`config.mk`:
```
export PLATFORM = sky130hd
export DESIGN_NAME = vga_timing_gen
export DESIGN_NICKNAME = d
export VERILOG_FILES = /design/src/rtl/vga_pkg.sv /design/src/rtl/vga_delay_line.sv /design/src/rtl/vga_timing_gen.sv
export SDC_FILE = /design/constraint.sdc
export NUM_CORES = 1
export LEC_CHECK = 0
export CAP_MARGIN = 20
export CORE_UTILIZATION = 40
export CTS_BUF_LIST = sky130_fd_sc_hd__clkbuf_4
export DETAILED_ROUTE_END_ITERATION = 7
export PLACE_DENSITY = 0.69
export SYNTH_ARGS = -nofsm -noshare
export SYNTH_HDL_FRONTEND = slang
export SYNTH_HIERARCHICAL = 1
export SYNTH_SLANG_ARGS = --single-unit
```
`constraint.sdc`:
```
create_clock -name i_vga_clk -period 1.74 [get_ports i_vga_clk]
set_input_delay 0.348 -clock i_vga_clk [delete_from_list [all_inputs] [get_ports i_vga_clk]]
set_output_delay 0.348 -clock i_vga_clk [all_outputs]
set_load 0.01 [all_outputs]
```
`src/rtl/vga_pkg.sv`:
```
// Shared 640x480@60 timing constants, framebuffer geometry and the CGA palette.
// The palette is only consulted when VGA_PALETTE_EN is defined.
package vga_pkg;

   localparam int VGA_H_ACTIVE = 640;
   localparam int VGA_H_FP     = 16;
   localparam int VGA_H_SYNC   = 96;
   localparam int VGA_H_BP     = 48;
   localparam int VGA_V_ACTIVE = 480;
   localparam int VGA_V_FP     = 10;
   localparam int VGA_V_SYNC   = 2;
   localparam int VGA_V_BP     = 33;

   localparam int H_TOTAL = VGA_H_ACTIVE + VGA_H_FP + VGA_H_SYNC + VGA_H_BP;
   localparam int V_TOTAL = VGA_V_ACTIVE + VGA_V_FP + VGA_V_SYNC + VGA_V_BP;

   localparam int FB_WIDTH  = 160;
   localparam int FB_HEIGHT = 60;

   localparam int VGA_X_SHIFT  = 2;
   localparam int VGA_Y_SHIFT  = 3;
   localparam int VGA_PIPE_LAT = 2;

   // Index 6 is the usual CGA brown (green halved) rather than dark yellow.
   localparam logic [11:0] CGA_PALETTE [16] = '{
      12'h000, 12'h00A, 12'h0A0, 12'h0AA,
      12'hA00, 12'hA0A, 12'hA50, 12'hAAA,
      12'h555, 12'h55F, 12'h5F5, 12'h5FF,
      12'hF55, 12'hF5F, 12'hFF5, 12'hFFF
   };

endpackage

```
`src/rtl/vga_delay_line.sv`:
```
// Fixed-depth shift register with synchronous reset to a parameterised value.
module vga_delay_line #(
   parameter int               WIDTH     = 1,
   parameter int               DEPTH     = 1,
   parameter logic [WIDTH-1:0] RESET_VAL = '0
) (
   input  logic             i_clk,
   input  logic             i_rst,
   input  logic [WIDTH-1:0] i_d,
   output logic [WIDTH-1:0] o_q
);

   logic [WIDTH-1:0] stage_q [DEPTH];

   always_ff @(posedge i_clk) begin
      if (i_rst) begin
         for (int i = 0; i < DEPTH; i++) stage_q[i] <= RESET_VAL;
      end else begin
         stage_q[0] <= i_d;
         for (int i = 1; i < DEPTH; i++) stage_q[i] <= stage_q[i-1];
      end
   end

   assign o_q = stage_q[DEPTH-1];

endmodule

```
`src/rtl/vga_timing_gen.sv`:
```
// VGA raster timing, framebuffer addressing and latency-matched colour output.
// Define VGA_PALETTE_EN to map pixel values through the CGA palette instead of grayscale.
module vga_timing_gen
   import vga_pkg::*;
#(
   parameter int H_ACTIVE = VGA_H_ACTIVE,
   parameter int H_FP     = VGA_H_FP,
   parameter int H_SYNC   = VGA_H_SYNC,
   parameter int H_BP     = VGA_H_BP,
   parameter int V_ACTIVE = VGA_V_ACTIVE,
   parameter int V_FP     = VGA_V_FP,
   parameter int V_SYNC   = VGA_V_SYNC,
   parameter int V_BP     = VGA_V_BP,
   parameter int X_SHIFT  = VGA_X_SHIFT,
   parameter int Y_SHIFT  = VGA_Y_SHIFT,
   parameter int PIPE_LAT = VGA_PIPE_LAT
) (
   input  logic       i_vga_clk,
   input  logic       i_rst,
   input  logic [3:0] i_value,
   output logic [7:0] o_pxlX,
   output logic [7:0] o_pxlY,
   output logic       o_hsync,
   output logic       o_vsync,
   output logic [3:0] o_red,
   output logic [3:0] o_green,
   output logic [3:0] o_blue,
   output logic       o_vblank,
   output logic       o_vblank_start
);

   localparam logic [9:0] H_ACT  = 10'(H_ACTIVE);
   localparam logic [9:0] H_SS   = 10'(H_ACTIVE + H_FP);
   localparam logic [9:0] H_SE   = 10'(H_ACTIVE + H_FP + H_SYNC);
   localparam logic [9:0] H_LAST = 10'(H_ACTIVE + H_FP + H_SYNC + H_BP - 1);
   localparam logic [9:0] V_ACT  = 10'(V_ACTIVE);
   localparam logic [9:0] V_SS   = 10'(V_ACTIVE + V_FP);
   localparam logic [9:0] V_SE   = 10'(V_ACTIVE + V_FP + V_SYNC);
   localparam logic [9:0] V_LAST = 10'(V_ACTIVE + V_FP + V_SYNC + V_BP - 1);

   function automatic logic [11:0] map_color(input logic [3:0] v);
`ifdef VGA_PALETTE_EN
      return CGA_PALETTE[v];
`else
      return {v, v, v};
`endif
   endfunction

   logic [9:0]  hcnt_p0, vcnt_p0;
   logic        de_raw_p0, hs_raw_p0, vs_raw_p0;
   logic        de_dly, hs_dly, vs_dly;
   logic [11:0] rgb_p1;

   // Stage p0: raster counters; vcnt steps on the hcnt wrap.
   always_ff @(posedge i_vga_clk) begin
      if (i_rst) begin
         hcnt_p0 <= '0;
         vcnt_p0 <= '0;
      end else if (hcnt_p0 == H_LAST) begin
         hcnt_p0 <= '0;
         vcnt_p0 <= (vcnt_p0 == V_LAST) ? 10'd0 : vcnt_p0 + 10'd1;
      end else begin
         hcnt_p0 <= hcnt_p0 + 10'd1;
      end
   end

   assign de_raw_p0 = (hcnt_p0 < H_ACT) && (vcnt_p0 < V_ACT);
   assign hs_raw_p0 = !((hcnt_p0 >= H_SS) && (hcnt_p0 < H_SE));
   assign vs_raw_p0 = !((vcnt_p0 >= V_SS) && (vcnt_p0 < V_SE));

   assign o_pxlX         = de_raw_p0 ? 8'(hcnt_p0 >> X_SHIFT) : 8'd0;
   assign o_pxlY         = de_raw_p0 ? 8'(vcnt_p0 >> Y_SHIFT) : 8'd0;
   assign o_vblank       = (vcnt_p0 >= V_ACT);
   assign o_vblank_start = (hcnt_p0 == 10'd0) && (vcnt_p0 == V_ACT);

   // Delay stages: hold de/syncs until the framebuffer read returns.
   vga_delay_line #(
      .WIDTH     (3),
      .DEPTH     (PIPE_LAT),
      .RESET_VAL (3'b011)
   ) u_align (
      .i_clk (i_vga_clk),
      .i_rst (i_rst),
      .i_d   ({de_raw_p0, hs_raw_p0, vs_raw_p0}),
      .o_q   ({de_dly, hs_dly, vs_dly})
   );

   // Stage p1: output register shared by colour and syncs.
   always_ff @(posedge i_vga_clk) begin
      if (i_rst) begin
         rgb_p1  <= '0;
         o_hsync <= 1'b1;
         o_vsync <= 1'b1;
      end else begin
         rgb_p1  <= de_dly ? map_color(i_value) : 12'h000;
         o_hsync <= hs_dly;
         o_vsync <= vs_dly;
      end
   end

   assign {o_red, o_green, o_blue} = rgb_p1;

endmodule

```
==> results.sh, run 1 <==
export IMPL_mostFrequentLayoutCells="buf_4 (38), dfxtp_1 (20), buf_6 (19), clkdlybuf4s50_1 (19)"
export IMPL_antenna_found_initial=0
export IMPL_leakagePower_nw=0.9709
export IMPL_clk_path_buf_depth=2
export IMPL_fin_ws_ps=-264.7
export IMPL_r2r_start="hcnt_p0[0]"
export IMPL_synth_yosys_seq_area_share_pct=40.70
export IMPL_synthAdderAreaFrac_pct=3.975
export IMPL_viasPerCell=5.014
export IMPL_status="finished with violations"
export IMPL_hold_buffers=0
export IMPL_synth_avg_cell_area_um2=8.696
export IMPL_hold_class="flip-flop to flip-flop"
export IMPL_final_setup_viol_count=16
export IMPL_multi_input_area_um2=925.9
export IMPL_mostFrequentLayoutCell="buf_4"
export IMPL_layout_drive_gt1_share_pct=46.37
export IMPL_ir_worst_vdd_mv=0.3298
export IMPL_arrival_ps=1660
export IMPL_tritoncts="done"
export IMPL_synth_top_family_by_area="simple AND/OR/NAND/NOR gates"
export IMPL_nets=258
export IMPL_p_total_mw=1.266
export IMPL_rr_endpoint="vcnt_p0[9]"
export IMPL_rsz0062_at_grt="yes"
export IMPL_hold_start="u_align/stage_q[0][1]"
export IMPL_timing_critical_path_mode_cell="buf_6"
export IMPL_wl_mm=3.880
export IMPL_power_density_nw_per_um2=521.2
export IMPL_ios=38
export IMPL_maxCapViolCount=0
export IMPL_htree_num_levels=2
export IMPL_synth_area_um2=1574
export IMPL_pre_cts_slack_ps=-328.1
export IMPL_crit_family="buffers and inverters"
export IMPL_wl_per_cell_um=13.11
export IMPL_holdPathStages=1
export IMPL_whs_endpoint="u_align/stage_q[0][4]"
export IMPL_ys_types=34
export IMPL_yosys_area_share_simple_pct=33.86
export IMPL_die_area_um2=4190
export IMPL_cpPeakStageDelay_ps=340
export IMPL_io_buffers=35
export IMPL_path_clk_slew_ps=110
export IMPL_yosys_warnings=6
export IMPL_ys_seq_elements=32
export IMPL_reg2regPathDepth=6
export IMPL_grt_pass1_vias=1418
export IMPL_cts_buffers_inserted=5
export IMPL_clock_fmax_mhz=498.8
export IMPL_grt_overflow=0
export IMPL_synthMuxAreaShare_pct=0
export IMPL_num_antenna_cells=0
export IMPL_clock_latency_ps=330
export IMPL_cp_start_kind="flip-flop"
export IMPL_critical_path_buf_inv_count=4
export IMPL_core_area_um2=3716
export IMPL_crit_type="flip-flop to output port"
export IMPL_p_int_mw=0.9537
export IMPL_worstPathMaxFanout=3
export IMPL_violations="negative setup slack"
export IMPL_numClockSinks=32
export IMPL_grt_pass1_wl_mm=6.272
export IMPL_crit_required_ps=1390
export IMPL_dp_cells=282
export IMPL_period_minus_slack_ps=2005
export IMPL_drt_first_pass_iters=4
export IMPL_fp_dieW_um=64.73
export IMPL_end_kind="output port"
export IMPL_regArea_um2=655.6
export IMPL_crit_slowest_cell="dfxtp_2"
export IMPL_nFillCells=325
export IMPL_fin_util_pct=65.39
export IMPL_start_util_pct=42.36
export IMPL_final_cells=296
export IMPL_finalCritPeriodShare_pct=115.2
export IMPL_r2r_slack_ps=-10
export IMPL_hpwlAfterDp_mm=2.911
export IMPL_grt_max_degree=12
export IMPL_synth_edf_count=0
export IMPL_crit_chain="nand4_1 > buf_4 > nand2b_4 > a21oi_4 > buf_6 > buf_6 > and2_4 > buf_6"
export IMPL_antenna_left=0
export IMPL_power_switching_mw=0.3127
export IMPL_p_clk_share_pct=33.2
export IMPL_place_congestion=0.9076
export IMPL_synth_ff_type="dfxtp_1"
export IMPL_synthCells=181
export IMPL_vias=1484
export IMPL_final_setup_tns_ps=-2884
export IMPL_rows=22
export IMPL_hold_viol=0
export IMPL_async_flop_share_pct=0
export IMPL_p_seq_share_pct=59.5
export IMPL_drcViolationCount=0
export IMPL_gr_usage_all_layers_pct=19.54
export IMPL_synth_compound_area_share_pct=3.975
export IMPL_power_frac_comb_pct=7.3
export IMPL_fin_skew_ps=5.635
export IMPL_synth_xor_area_share_pct=7.234
export IMPL_drt_iter0_markers=60
export IMPL_synthToLayoutAreaGrowth_pct=54.37
export IMPL_dieHeight_um=64.73
export IMPL_maxSlewViolCount=0
export IMPL_switching_share_pct=24.69
export IMPL_cts_root_buf="clkbuf_4"
==> per-stage QoR <==
stage / hold WS [ps] / area, um2
detailed placement: 393.3 / 2168
global placement: 385.5 / 2168
floorplan: 383.2 / 1608
global route: 424.0 / 2430
CTS: 417.4 / 2306
finish: 412.6 / 2430
==> registers in the layout (all words and copies together), names as in the netlist <==
signal / flops
hcnt_p0: 10
vcnt_p0: 10
u_align/stage_q: 6
rgb_p1: 4
o_hsync: 1
o_vsync: 1
==> worst max path at each step <==
stage          startpoint  slack, ps  cells past startpoint              to
6_report       vcnt_p0[5]       -260                      8       o_pxlY[3]
2_1_floorplan  hcnt_p0[4]          4                      5      vcnt_p0[7]
4_1_cts        vcnt_p0[5]       -240                      8       o_pxlY[3]
3_5_place_dp   vcnt_p0[8]       -330                      6  o_vblank_start
3_3_place_gp   vcnt_p0[8]       -340                      6  o_vblank_start
5_1_grt        vcnt_p0[0]       -330                      6  o_vblank_start
==> power by group through the flow <==
stage | clock, mW | combinational, mW | sequential, mW
finish | 0.421 | 0.0925 | 0.753
global route | 0.474 | 0.101 | 0.754
CTS | 0.437 | 0.0889 | 0.752
detailed placement | 0 | 0.0847 | 0.768
global placement | 0 | 0.0834 | 0.767
floorplan | 0 | 0.0454 | 0.767
==> cells in the mapped netlist, drive strengths merged (2+ instances only) <==
| master | count | area [um2] |
|---|---|---|
| a21oi | 6 | 30.03 |
| and2 | 17 | 106.4 |
| and3 | 2 | 12.51 |
| buf | 16 | 112.6 |
| clkbuf | 6 | 22.52 |
| dfxtp | 32 | 640.6 |
| ha | 5 | 62.56 |
| inv | 6 | 22.52 |
| nand2 | 6 | 22.52 |
| nand3 | 11 | 55.05 |
| nand4 | 6 | 37.54 |
| nor2 | 9 | 33.78 |
| nor2b | 3 | 18.77 |
| nor3 | 10 | 55.05 |
| nor4 | 6 | 37.54 |
| nor4bb | 2 | 20.02 |
| o21ai | 2 | 10.01 |
| or2 | 8 | 50.05 |
| or3 | 3 | 18.77 |
| or4 | 3 | 22.52 |
| xnor2 | 7 | 61.31 |
| xor2 | 6 | 52.55 |
==> layer usage <==
layer / part of all wire, % / vias up / track usage, %
li1: - / 730 / -
met1: 43 / 696 / 22.94
met2: 50 / 50 / 34.51
met3: 5.4 / 8 / 3.873
met4: 1.8 / 0 / 7.500
met5: 0 / - / 0
==> timing repair <==
| item | 4_1_cts | 5_1_grt |
|---|---|---|
| gates cloned | 1 | 0 |
| resized for setup | 94 | 33 |
| pin swaps | 12 | 11 |
| setup buffers | 5 | 2 |
| setup endpoints to repair | 19 | 21 |
==> area by class of cell <==
cell class / instances / area share (%)
Clock buffer: 5 / 1.545
Multi-Input combinational cell: 122 / 38.11
Clock inverter: 3 / 0.7724
Tap cell: 48 / 2.472
Inverter: 6 / 0.9269
Timing Repair Buffer: 80 / 29.20
Sequential cell: 32 / 26.98
==> logic make-up after synthesis <==
| kind of cell | Yosys count |
|---|---|
| XOR/XNOR | 13 |
| AND/OR/NAND/NOR | 91 |
| adder cells (fa/ha/maj) | 5 |
| buffers and inverters | 28 |
| other | 1 |
| AO/OA/AOI/OAI | 11 |
| flip-flops | 32 |
No activity file was read; power rests on OpenSTA's default activity.
==> run 2, diff against run 1 <==
- PLACE_DENSITY: 0.69 -> 0.67
- clock period: 1.74 -> 1.9 ns (I/O delays scaled with it)
==> run 2 against run 1 <==
The flow still finishes with violations (negative setup slack). Worst setup slack gained 110 ps. First-iteration DRC count shrank 27%. Utilization shrank 0.54 points. Global-route usage shrank 0.19 points. Clock skew grew 3.3 ps. Combinational power shrank 12%. Worst hold slack gained 6.5 ps. Power shrank 10%. Critical path depth shrank 2. Sequential power shrank 8.8%. Highest routed layer unchanged.
==> results.sh, run 2 (synthesized netlist as in run 1, its figures left out) <==
export IMPL_status="finished with violations"
export IMPL_violations="negative setup slack"
export IMPL_reg_largest_list="hcnt_p0 (10), vcnt_p0 (10), u_align/stage_q (6)"
export IMPL_antenna_found_initial=0
export IMPL_p_total_mw=1.139
export IMPL_maxCapViolCount=0
export IMPL_leakagePower_nw=0.9611
export IMPL_hold_class="flip-flop to flip-flop"
export IMPL_htree_num_levels=2
export IMPL_antenna_left=0
export IMPL_place_congestion=0.8883
export IMPL_pre_cts_slack_ps=-171.1
export IMPL_regArea_um2=648.1
export IMPL_end_kind="output port"
export IMPL_cp_start_kind="flip-flop"
export IMPL_mostFrequentLayoutCell="buf_4"
export IMPL_drcViolationCount=0
export IMPL_arrival_ps=1680
export IMPL_grt_max_degree=15
export IMPL_nets=256
export IMPL_wl_per_cell_um=13.03
export IMPL_die_area_um2=4190
export IMPL_fin_ws_ps=-156.5
export IMPL_placed_area_um2=2116
export IMPL_cts_root_buf="clkbuf_4"
export IMPL_start_util_pct=42.36
export IMPL_grt_overflow=0
export IMPL_power_density_nw_per_um2=472.5
export IMPL_crit_type="flip-flop to output port"
export IMPL_dieHeight_um=64.73
export IMPL_io_buffers=35
export IMPL_hpwlAfterDp_mm=2.751
export IMPL_gr_usage_all_layers_pct=19.35
export IMPL_vias=1471
export IMPL_rsz0062_at_grt="yes"
export IMPL_num_antenna_cells=0
export IMPL_clock_fmax_mhz=486.3
export IMPL_crit_required_ps=1520
export IMPL_layout_drive_gt1_share_pct=42.28
export IMPL_grt_pass1_vias=1386
export IMPL_finalCritPeriodShare_pct=108.2
export IMPL_multi_input_area_um2=927.1
export IMPL_fin_area_um2=2410
export IMPL_wl_mm=3.830
export IMPL_ir_worst_vdd_mv=0.3415
export IMPL_ios=38
export IMPL_maxSlewViolCount=0
export IMPL_fp_dieW_um=64.73
export IMPL_fin_skew_ps=8.935
export IMPL_final_setup_viol_count=14
export IMPL_hold_viol=0
export IMPL_nFillCells=301
export IMPL_rows=22
export IMPL_period_minus_slack_ps=2057
export IMPL_worstPathMaxFanout=2
export IMPL_mostFrequentLayoutCells="buf_4 (36), dfxtp_1 (26), buf_6 (20)"
export IMPL_cts_buffers_inserted=5
export IMPL_tritoncts="done"
export IMPL_numClockSinks=32
export IMPL_drt_iter0_markers=44
export IMPL_grt_pass1_wl_mm=6.230
export IMPL_final_setup_tns_ps=-1752
export IMPL_clk_path_buf_depth=2
export IMPL_core_area_um2=3716
export IMPL_clock_latency_ps=340
export IMPL_path_clk_slew_ps=100
export IMPL_drt_first_pass_iters=4
export IMPL_viasPerCell=5.003
export IMPL_synthToLayoutAreaGrowth_pct=53.10
run 2: cell types whose count changed in the layout (fill, tap and decap cells not counted), sizes merged:
cell    before  now
buf         61   58
clkbuf       5    6
run 2: timing repair:
action	in CTS	in global routing
pin swaps	10	9
hold buffers	0	0
endpoints found under the setup margin	17	22
setup buffers	5	3
gates resized for setup	88	37
run 2: per-stage QoR:
step	std cells	util (%)	hold slack, ps
CTS	291	60.51	421.1
floorplan	182	-	383.2
global placement	278	56.94	385.6
global route	294	64.85	437.0
detailed placement	278	56.94	395.2
finish	294	64.85	419.0
run 2: area by class of cell:
class | instances | share of cell area [%]
tap | 48 | 2.492
clock inverter | 3 | 0.5711
multi-input combinational | 122 | 38.47
inverter | 6 | 0.9346
timing repair buffer | 78 | 29.08
clock buffer | 5 | 1.558
sequential | 32 | 26.90
run 2: where the power goes:
group	switching [mW]	internal, mW	total [mW]
Combinational	0.0331	0.0484	0.0816
Sequential	0.00729	0.680	0.687
Clock	0.234	0.135	0.370
Total	0.275	0.864	1.14
run 2: final timing paths:
check | cells after the start | from | end | slack (ps)
worst max-delay path | 6 | vcnt_p0[0] | o_vblank_start | -160
worst min-delay path | 1 | u_align/stage_q[0][4] | o_hsync | 420
worst min register to register | 1 | u_align/stage_q[0][4] | o_hsync | 420
worst max register to register | 5 | hcnt_p0[7] | vcnt_p0[8] | 70
run 2: critical path, cell delays in order, from the launching register on:
cell and delay [ps]:
dfxtp_2 340, inv_2 70, ha_4 120, nor4bb_4 270, nand3_1 120, nor4_2 270
buf_2 170
run 2: routing by layer:
| metal | global-route usage (%) | share of wire, % |
|---|---|---|
| met4 | 7.500 | 2.1 |
| met3 | 5.634 | 5.1 |
| met2 | 32.16 | 51 |
| met5 | 0 | 0 |
| met1 | 23.29 | 41 |
==> run 3, diff against run 2 <==
- CELL_PAD_IN_SITES_DETAIL_PLACEMENT: unset -> 1
- CELL_PAD_IN_SITES_GLOBAL_PLACEMENT: unset -> 1
- CORE_UTILIZATION: 40 -> 38
- PLACE_DENSITY: 0.67 -> unset
- PLACE_DENSITY_LB_ADDON: unset -> 0.1
==> run 3 against run 2 <==
The run still ends with negative setup slack left. Register-to-register slack got worse by 40 ps. Die area up 5.1%. Utilization fell by 4.6 points. Power grew 15%. Sequential power barely moved. Combinational power rose by 2.7%. Flip-flop and latch count unchanged. Critical endpoint is now o_pxlX[0]. Largest power group unchanged. Highest routed layer unchanged.
==> results.sh, run 3 (synthesized netlist as in run 1, its figures left out) <==
export IMPL_clock_fmax_mhz=483.5
export IMPL_hpwlAfterDp_mm=3.394
export IMPL_wl_per_cell_um=16.24
export IMPL_wl_mm=4.808
export IMPL_drt_iter0_markers=48
export IMPL_hold_viol=0
export IMPL_path_clk_slew_ps=100
export IMPL_dieHeight_um=66.36
export IMPL_finalCritPeriodShare_pct=108.8
export IMPL_final_cells=296
export IMPL_crit_family="buffers and inverters"
export IMPL_mostFrequentLayoutCells="buf_4 (37), dfxtp_1 (22), clkdlybuf4s50_1 (19), buf_6 (19), and2_4 (13)"
export IMPL_start_util_pct=39.35
export IMPL_fin_area_um2=2411
export IMPL_leakagePower_nw=0.9685
export IMPL_core_area_um2=4000
export IMPL_crit_slowest_cell="dfxtp_2"
export IMPL_numClockSinks=32
export IMPL_drt_first_pass_iters=4
export IMPL_clock_latency_ps=340
export IMPL_power_density_nw_per_um2=540.8
export IMPL_hold_buffers=0
export IMPL_rsz0062_at_grt="yes"
export IMPL_synthToLayoutAreaGrowth_pct=53.18
export IMPL_ios=38
export IMPL_hold_class="flip-flop to flip-flop"
export IMPL_cp_start_kind="flip-flop"
export IMPL_violations="negative setup slack"
export IMPL_maxSlewViolCount=0
export IMPL_place_congestion=0.8636
export IMPL_fp_dieW_um=66.36
export IMPL_gr_usage_all_layers_pct=23.54
export IMPL_vias=1540
export IMPL_status="finished with violations"
export IMPL_cts_buffers_inserted=5
export IMPL_viasPerCell=5.203
export IMPL_tritoncts="done"
export IMPL_worstPathMaxFanout=6
export IMPL_arrival_ps=1690
export IMPL_maxCapViolCount=0
export IMPL_critical_path_buf_inv_count=4
export IMPL_grt_pass1_wl_mm=7.472
export IMPL_grt_overflow=0
export IMPL_period_minus_slack_ps=2068
export IMPL_fin_ws_ps=-168.0
export IMPL_crit_type="flip-flop to output port"
export IMPL_htree_num_levels=2
export IMPL_ir_worst_vdd_mv=0.2539
export IMPL_crit_chain="nand4_1 > buf_4 > nand2b_4 > a21oi_4 > buf_6 > buf_6 > and2_4 > buf_6"
export IMPL_io_buffers=35
export IMPL_rows=23
export IMPL_p_total_mw=1.304
export IMPL_cpPeakStageDelay_ps=330
export IMPL_clk_path_buf_depth=2
export IMPL_reg_largest_list="hcnt_p0 (10), vcnt_p0 (10), u_align/stage_q (6)"
export IMPL_timing_critical_path_mode_cell="buf_6"
export IMPL_end_kind="output port"
export IMPL_final_setup_tns_ps=-1408
export IMPL_antenna_found_initial=0
export IMPL_num_antenna_cells=0
export IMPL_fin_skew_ps=7.819
export IMPL_placed_area_um2=2133
export IMPL_final_setup_viol_count=14
export IMPL_die_area_um2=4404
export IMPL_hold_ws_ps=416.8
export IMPL_nFillCells=453
export IMPL_layout_drive_gt1_share_pct=43.09
export IMPL_grt_pass1_vias=1533
export IMPL_crit_required_ps=1520
export IMPL_mostFrequentLayoutCell="buf_4"
export IMPL_nets=256
export IMPL_cts_root_buf="clkbuf_4"
export IMPL_antenna_left=0
export IMPL_grt_max_degree=13
export IMPL_drcViolationCount=0
export IMPL_dp_cells=282
==> run 3: worst paths after layout <==
kind / start / endpoint / slack (ps) / cells after the start
min reg2reg: u_align/stage_q[0][0] / u_align/stage_q[0][3] / 420 / 1
min: u_align/stage_q[0][0] / u_align/stage_q[0][3] / 420 / 1
max: vcnt_p0[7] / o_pxlX[0] / -170 / 8
max reg2reg: hcnt_p0[7] / vcnt_p0[8] / 30 / 5
==> run 3: stage by stage <==
step,setup slack [ps],util [%]
after floorplan,1.655,-
after global placement,-215.3,53.33
after detailed placement,-251.4,53.33
after CTS,-170.6,57.59
after global routing,-289.8,60.28
final,-168.0,60.28
==> run 3: report_power, final <==
| part | total (mW) | leakage (nW) | internal [mW] | switching (mW) |
|---|---|---|---|---|
| combinational | 0.0838 | 0.659 | 0.0490 | 0.0348 |
| clock | 0.532 | 0.0456 | 0.290 | 0.242 |
| sequential | 0.688 | 0.264 | 0.681 | 0.00757 |
| total | 1.30 | 0.969 | 1.02 | 0.284 |
==> run 3: worst register-to-register path: stages (launching register included) <==
cell and delay, ps:
dfxtp_2 340, buf_4 150, nand4b_1 280, or3_4 410, or4_1 480, a21oi_1 150
==> run 3: area by class of cell <==
| cell class | count | area, um2 | area share, % |
|---|---|---|---|
| clock buffers | 6 | 45.04 | 1.868 |
| clock inverters | 2 | 35.03 | 1.453 |
| inverters | 6 | 22.52 | 0.9341 |
| multi-input cells | 122 | 895.9 | 37.16 |
| flip-flops and latches | 32 | 653.1 | 27.09 |
| well taps | 50 | 62.56 | 2.595 |
| repair buffers | 78 | 696.9 | 28.91 |
==> run 3: repair_timing <==
item                       CTS  global route
buffers inserted             4             3
pin swaps                    7             7
resized for setup           95            26
setup endpoints to repair   23            24
==> run 3: metal layers <==
| metal | GRT usage [%] | vias up | wire [um] |
|---|---|---|---|
| met4 | 11.70 | 0 | 99 |
| met2 | 40.82 | 39 | 2455 |
| met5 | 0 | - | 0 |
| met1 | 26.86 | 763 | 2070 |
| li1 | - | 727 | - |
| met3 | 5.345 | 11 | 182 |
